==> config.mk <==
export PLATFORM = sky130hd
export DESIGN_NAME = servo_position_ramp
export DESIGN_NICKNAME = d
export VERILOG_FILES = /design/src/rtl/servo_position_ramp.sv
export SDC_FILE = /design/constraint.sdc
export NUM_CORES = 1
export LEC_CHECK = 0
export CAP_MARGIN = 5
export CORE_ASPECT_RATIO = 0.9
export CORE_MARGIN = 2
export CORE_UTILIZATION = 40
export CTS_BUF_LIST = sky130_fd_sc_hd__clkbuf_4 sky130_fd_sc_hd__clkbuf_8 sky130_fd_sc_hd__clkbuf_16
export DETAILED_ROUTE_END_ITERATION = 12
export DONT_BUFFER_PORTS = 1
export SETUP_SLACK_MARGIN = 0.02
export SLEW_MARGIN = 20
export SYNTH_ARGS = -nofsm -noshare
export SYNTH_HDL_FRONTEND = slang
export SYNTH_SLANG_ARGS = --single-unit
==> constraint.sdc <==
create_clock -name Main_clock -period 7.03 [get_ports Main_clock]
set_input_delay 1.406 -clock Main_clock [delete_from_list [all_inputs] [get_ports Main_clock]]
set_output_delay 1.406 -clock Main_clock [all_outputs]
set_load 0.005 [all_outputs]
==> src/rtl/servo_position_ramp.sv <==
// servo_position_ramp
//   Slews a registered servo position code (duty_cycle) toward a requested
//   target at a fixed step rate. A free-running prescaler derives the step
//   tick from Main_clock. The position never moves more than one code per
//   tick and never leaves [pos_min, pos_max].
//
//   Optional feature: define SERVO_RAMP_SWEEP_EN to build the autonomous
//   sweep mode (SWEEP_UP / SWEEP_DOWN states driven by sweep_en). Without
//   the macro only IDLE and RAMP exist and sweep_en is ignored.
//
// Ports
//   Main_clock  in   1  clock, all logic on rising edge
//   reset       in   1  synchronous, active-high
//   target      in   8  requested position code
//   load        in   1  one-cycle strobe; target is sampled on the edge where
//                       load=1 (no handshake, never back-pressured)
//   sweep_en    in   1  level, requests sweep mode (sweep build only)
//   duty_cycle  out  8  registered position code to the PWM stage
//   busy        out  1  registered, high while the FSM is not in IDLE
//   at_target   out  1  registered, high in IDLE with duty_cycle == tgt_reg
//   fsm_state   out  2  debug view of the FSM state register
module servo_position_ramp #(
  parameter int in_freq = 50,
  parameter int step_hz = 200,
  parameter int pos_min = 0,
  parameter int pos_max = 255
) (
  input  logic       Main_clock,
  input  logic       reset,
  input  logic [7:0] target,
  input  logic       load,
  input  logic       sweep_en,
  output logic [7:0] duty_cycle,
  output logic       busy,
  output logic       at_target,
  output logic [1:0] fsm_state
);

  localparam longint TICK_DIV_L = (longint'(in_freq) * 64'sd1000000) / longint'(step_hz);
  localparam int     TICK_DIV   = int'(TICK_DIV_L);
  localparam int     CNT_W      = (TICK_DIV > 1) ? $clog2(TICK_DIV) : 1;
  localparam logic [CNT_W-1:0] CNT_LAST = CNT_W'(TICK_DIV - 1);
  localparam logic [7:0] P_MIN = 8'(pos_min);
  localparam logic [7:0] P_MAX = 8'(pos_max);

  if (TICK_DIV_L < 1 || pos_min > pos_max || pos_min < 0 || pos_max > 255) begin : g_param_check
    $error("servo_position_ramp: illegal parameters (TICK_DIV < 1 or bad position range)");
  end

`ifdef SERVO_RAMP_SWEEP_EN
  typedef enum logic [1:0] {
    IDLE       = 2'd0,
    RAMP       = 2'd1,
    SWEEP_UP   = 2'd2,
    SWEEP_DOWN = 2'd3
  } state_t;
`else
  typedef enum logic [1:0] {
    IDLE = 2'd0,
    RAMP = 2'd1
  } state_t;
`endif

  state_t           state, state_next;
  logic [CNT_W-1:0] cnt;
  logic             tick;
  logic [7:0]       tgt_reg;
  logic [7:0]       tgt_in;
  logic [7:0]       tgt_eff;
  logic [7:0]       duty_next;
  logic             unused_sweep;

  // Keeps sweep_en formally consumed in builds without the sweep feature.
  assign unused_sweep = sweep_en;

  // Prescaler: tick is high on the wrap cycle only.
  assign tick = (cnt == CNT_LAST);

  always_ff @(posedge Main_clock) begin
    if (reset) cnt <= '0;
    else       cnt <= tick ? '0 : cnt + 1'b1;
  end

  // Clamp in 32-bit signed arithmetic so the comparisons stay meaningful
  // when pos_min is 0 or pos_max is 255.
  always_comb begin
    tgt_in = target;
    if (int'(target) < pos_min)      tgt_in = P_MIN;
    else if (int'(target) > pos_max) tgt_in = P_MAX;
  end

  // A load takes effect in the same cycle it is presented, so retargeting
  // (including "already there") is decided against the new value.
  assign tgt_eff = load ? tgt_in : tgt_reg;

  always_comb begin
    state_next = state;
    duty_next  = duty_cycle;
    case (state)
      IDLE: begin
        if (tgt_eff != duty_cycle) state_next = RAMP;
`ifdef SERVO_RAMP_SWEEP_EN
        if (sweep_en) state_next = SWEEP_UP;
`endif
      end
      RAMP: begin
        if (tgt_eff == duty_cycle) state_next = IDLE;
        else if (tick) duty_next = (tgt_eff > duty_cycle) ? duty_cycle + 8'd1
                                                          : duty_cycle - 8'd1;
      end
`ifdef SERVO_RAMP_SWEEP_EN
      SWEEP_UP: begin
        if (!sweep_en) state_next = RAMP;
        else if (tick) begin
          // Hold for the turnaround tick at the top end.
          if (duty_cycle == P_MAX) state_next = SWEEP_DOWN;
          else                     duty_next  = duty_cycle + 8'd1;
        end
      end
      SWEEP_DOWN: begin
        if (!sweep_en) state_next = RAMP;
        else if (tick) begin
          if (duty_cycle == P_MIN) state_next = SWEEP_UP;
          else                     duty_next  = duty_cycle - 8'd1;
        end
      end
`endif
      default: state_next = IDLE;
    endcase
  end

  always_ff @(posedge Main_clock) begin
    if (reset) begin
      state      <= IDLE;
      duty_cycle <= P_MIN;
      tgt_reg    <= P_MIN;
      busy       <= 1'b0;
      at_target  <= 1'b1;
    end else begin
      state      <= state_next;
      duty_cycle <= duty_next;
      if (load) tgt_reg <= tgt_in;
      // Status is computed from next-state values so it lines up with the
      // state register in the same cycle.
      busy      <= (state_next != IDLE);
      at_target <= (state_next == IDLE) && (duty_next == tgt_eff);
    end
  end

  assign fsm_state = state;

endmodule

# --- Word-level counts from Yosys, hierarchy flattened ---
# Index checks and enable logic that the tools add are counted.
totals:
  out_inout_bits: 12
  wordCells: 28
  reg_bits: 38
  in_bits: 12
classes:
  n_addsub: 3
  n_reduce_logical: 5
  n_lt_le_gt_ge: 1
  n_eq_ne: 5
  n_mux: 8
ops:
  columns: ["operator", "count"]
  rows:
  - ["two-way mux 8 bit", 5]
  - ["adder 18 x 1 -> 18 bit (second input constant)", 1]
  - ["== test 18 bit (second input constant)", 1]
  - ["== test 8 bit", 2]
  - ["adder 8 x 1 -> 8 bit (second input constant)", 1]
  - ["greater-than comparator 8 bit", 1]
  - ["!= test 8 bit", 1]
  - ["subtractor 8 x 1 -> 8 bit (second input constant)", 1]
  - ["logical NOT 2 bit", 2]
  - ["two-way mux 2 bit", 2]
  - ["case mux 2 bit (2 select lines)", 1]
  - ["== test 2 x 1 -> 1 bit (second input constant)", 1]
  - ["nonzero test 2 bit", 1]
  - ["OR reduction 2 bit", 1]
  - ["logical AND 1 bit", 1]

# --- Depth between registers and ports, before layout ---
logic_depth:
  word_depth: 8
  ltp_mapped: 17
  depth_no_buf: 16

# --- Worst setup path before layout ---
# No wires, ideal clock.
synth_path:
  path_kind: "in2reg"
  start: "input load"
  end: "register at_target"
  required_time_ps: 6934
  stages: 16
  path_buffers: 1
  setup_ps: 96
  slack_ps: 1848
  t_arrival_ps: 5087
  cell_sequence: "clkbuf_1 mux2i_1 inv_1 ha_1 nand4_1 nor2_4 a21oi_1 nor2_1 ha_1 a21oi_1 o22ai_1 o41ai_1 o21ba_2 o21ai_0 xnor3_1 o41ai_2"
synth_between:
  elab_chain_cells: 8
  elab_cells_between_ends: 14
  cone_classes: "1 x order compare; 3 x eq/ne; 8 x mux; 2 x reduce/logical"
synth_lines:
  columns: ["element", "line", "rtl"]
  rows:
  - ["start: declaration", "31", "input logic load,"]
  - ["two-way mux 8 bit *", null, null]
  - ["net tgt_eff[3]", "69", "logic [7:0] tgt_eff;"]
  - ["greater-than comparator 8 bit", "108", "else if (tick) duty_next = (tgt_eff > duty_cycle) ? duty_cycle + 8'd1"]
  - ["two-way mux 8 bit (2 in a row)", "108", null]
  - ["two-way mux 8 bit", "107", "if (tgt_eff == duty_cycle) state_next = IDLE;"]
  - ["two-way mux 8 bit", "99", "case (state)"]
  - ["== test 8 bit", "146", "at_target <= (state_next == IDLE) && (duty_next == tgt_eff);"]
  - ["logical AND 1 bit *", "146", null]
  - ["end signal: assignment", "146", null]
  - ["end: declaration", "35", "output logic at_target,"]
# Mark *: on every way through the listed nets, which the timed path passes. The rest lies on a longest branch.
# A chain may end at the register's enable or synchronous reset.

# --- Worst setup path in the final report ---
# Ends and elaborated chain as after synthesis.

==> flow_summary_export.csv <==
group,metric,value,unit
placed_design,hpwl,3060,microns
min_path,holdPathEnd,"cnt[0]",
min_path,worstHoldPathCells,1,
placed_design,dp_cells,296,
job,maxCapViolations,0,
power,power_switching,106,uW
placed_design,pre_cts_slack,1.59,ns
clock_network,clock_sinks,38,
drt,via_per_inst,4.99,
setup_path,crit_fanout,8,
finish,finish.utilization,45.6,%
placed_design,io_buffers,0,
finish,largest_register_ffs,18,
synth,syn-num-nets,264,
placed_design,place_congestion,0.805,
power,power_density,191,nW/um^2
timing,hold_slack,0.454,ns
die,die_area,5840,sq um
clock_network,path_clk_slew,0.07,ns
grt,grtUsageTotal,15.3,%
synth,synth.distinct_cells,45,
power,vdd_drop_max,95.4,uV
power,sw_frac_of_total,24.6,%
setup_path,worstSetupPathType,"input port to flip-flop",
setup_path,rrSetupSlack,2.75,ns
synth,netlist_instances,236,
drt,drt_first_pass_iters,5,
die,die_height,72.7,microns
timing,finalCriticalPeriod,5.15,ns
clock_network,ctsHoldBuffers,0,
power,sequentialPowerShare,51.7,%
timing,tns,0,ns
clock_network,ctsLongestPathBuffers,2,
setup_path,start_kind,"input port",
timing,fin_skew,0.00598,ns
synth,synth.top_cell.area_share,36.3,%
power,total_power,432,uW
clock_network,post_cts_resized,0,
clock_network,cts_tree,"built",
die,floorplan.io_pins,24,
power,p_leak,0.920,nW
drt,wire_per_inst,13.1,microns
finish,nNetsFinal,266,
power,clockPowerShare,36.4,%
grt,first_global_vias,1492,
timing,relSlewSlack,54.1,%
grt,grt_max_degree,21,
timing,fmaxAchievable,194,MHz
setup_path,arrival,5.33,ns
finish,diodes,0,
synth,ys_ff_latch,38,
synth,syn_avg_cell_area,8.89,sq um
finish,drive_above_1_share,7.95,%
synth,yosys_warnings,0,
timing,hold_viol,0,
clock_network,post_cts_buffers,0,
timing,period_share,73.3,%
drt,ant_nets,0,
timing,finalSetupViolCount,0,
clock_network,cts_max_level,2,
drt,drtIter0Drc,53,
synth,synth_top_cell_by_area,"dfxtp_1",
power,p_int,326,uW
die,die_w,80.3,microns
die,rows,24,
timing,worst_slack,1.88,ns
drt,drc_errors,0,
clock_network,cts_buffers,5,
synth,synth_area_leaders,"dfxtp_1, ha_1, nor2_1",
synth,synthTopCellsByCount,"nor2_1, dfxtp_1, inv_1",
synth,async_flop_share,0,%
grt,grt_antenna_before_repair,0,
grt,grt_pass1_wl,6900,microns
clock_network,cts-root-buf,"clkbuf_8",
drt,routed_wirelength,3970,microns
timing,timing.final.max_slew_violations,0,
placed_design,postPlaceCellArea,2160,sq um
drt,dr_total_vias,1518,
grt,gr-total-overflow,0,
finish,stdcell_count,304,
min_path,min_from,"cnt[0]",
finish,area_delta_synth_final,7.63,%
synth,synthFlopType,"dfxtp_1",
die,start_util,42.3,%
power,p_comb_share,11.9,%
clock_network,insertion_delay,0.28,ns
setup_path,regToRegEndpoint,"at_target",
synth,seq_area_frac_synth,36.3,%
finish,design_area,2260,sq um
synth,synth_edf_count,0,
setup_path,r2r_cells,15,
outcome,status,"completed",
timing,rsz0062_at_grt,"no",
synth,netlist_area,2100,sq um
synth,yosysMostFrequentCell,"nor2_1",
min_path,hp-class,"flip-flop to flip-flop",
timing,worstMarginPinSlew,0.689,ns
setup_path,r2r-start,"tgt_reg[6]",
setup_path,endpoint_kind,"flip-flop",
die,core_area,4950,sq um
setup_path,cp.required,7.21,ns
## worst max-delay path, cell delays in order
cell	delay, ns
mux2i_1	0.36
inv_1	0.09
ha_1	0.31
nand4_1	0.19
nor2_4	0.25
a211oi_1	0.12
nor2_1	0.43
ha_1	0.33
a21oi_1	0.20
o22ai_1	0.15
o41ai_1	0.32
o21ba_2	0.21
o21ai_0	0.32
xnor3_1	0.29
o41ai_2	0.35
## worst max path at each step
stage | from | endpoint | slack [ns] | cells after the start
after global routing | load | at_target | 1.50 | 15
final | load | at_target | 1.88 | 15
after global placement | load | at_target | 1.69 | 15
after CTS | load | at_target | 1.87 | 15
after detailed placement | load | at_target | 1.59 | 15
after floorplan | load | at_target | 1.85 | 16
## per-layer routing
layer	share of wire, %	track usage [%]
met3	6.4	4.58
met5	0	0
met4	0.68	3.95
met2	42	22.9
met1	50	21.5
## cells by family (layout without fill, tap and decap cells)
| kind of cell | after synthesis | count (layout) | share of synthesized area, % |
|---|---|---|---|
| muxes | 13 | 13 | 6.26 |
| AOI/OAI and AO/OA | 22 | 22 | 7.45 |
| buffers and inverters | 26 | 29 | 4.71 |
| and+or+nand+nor | 92 | 92 | 22.5 |
| other | 1 | 1 | 0.179 |
| adders and majority gates | 16 | 16 | 9.90 |
| xor gates and xnor gates | 28 | 28 | 12.7 |
| DFF | 38 | 38 | 36.3 |
## placed cells by master, fill, tap and decap left out, types with 2 or more instances in the layout
cell type	n
a211oi_1	2
nor4bb_1	2
xor2_1	12
xnor2_1	14
nand3_1	7
ha_1	15
and3_1	5
nor3_1	3
nor2_1	48
inv_1	21
mux2i_1	12
a21o_1	2
dfxtp_1	38
nand2_1	8
a21oi_1	8
nand4_1	6
nor2b_1	2
clkbuf_8	6
## cell type report
type / instances / area, sq um
clock buffers: 7 / 90.1
flip-flops and latches: 38 / 761
well taps: 65 / 81.3
inverters: 21 / 78.8
multi-input cells: 172 / 1240
fillers: 499 / 2700
clock inverters: 1 / 5.00
## power groups by stage
stage | registers (mW) | logic [mW] | clock network, mW
4_1_cts | 0.224 | 0.0522 | 0.164
5_1_grt | 0.224 | 0.0594 | 0.173
2_1_floorplan | 0.228 | 0.0451 | 0
3_5_place_dp | 0.229 | 0.0519 | 0
6_report | 0.223 | 0.0515 | 0.157
3_3_place_gp | 0.228 | 0.0505 | 0
(Power assumes the default switching activity.)
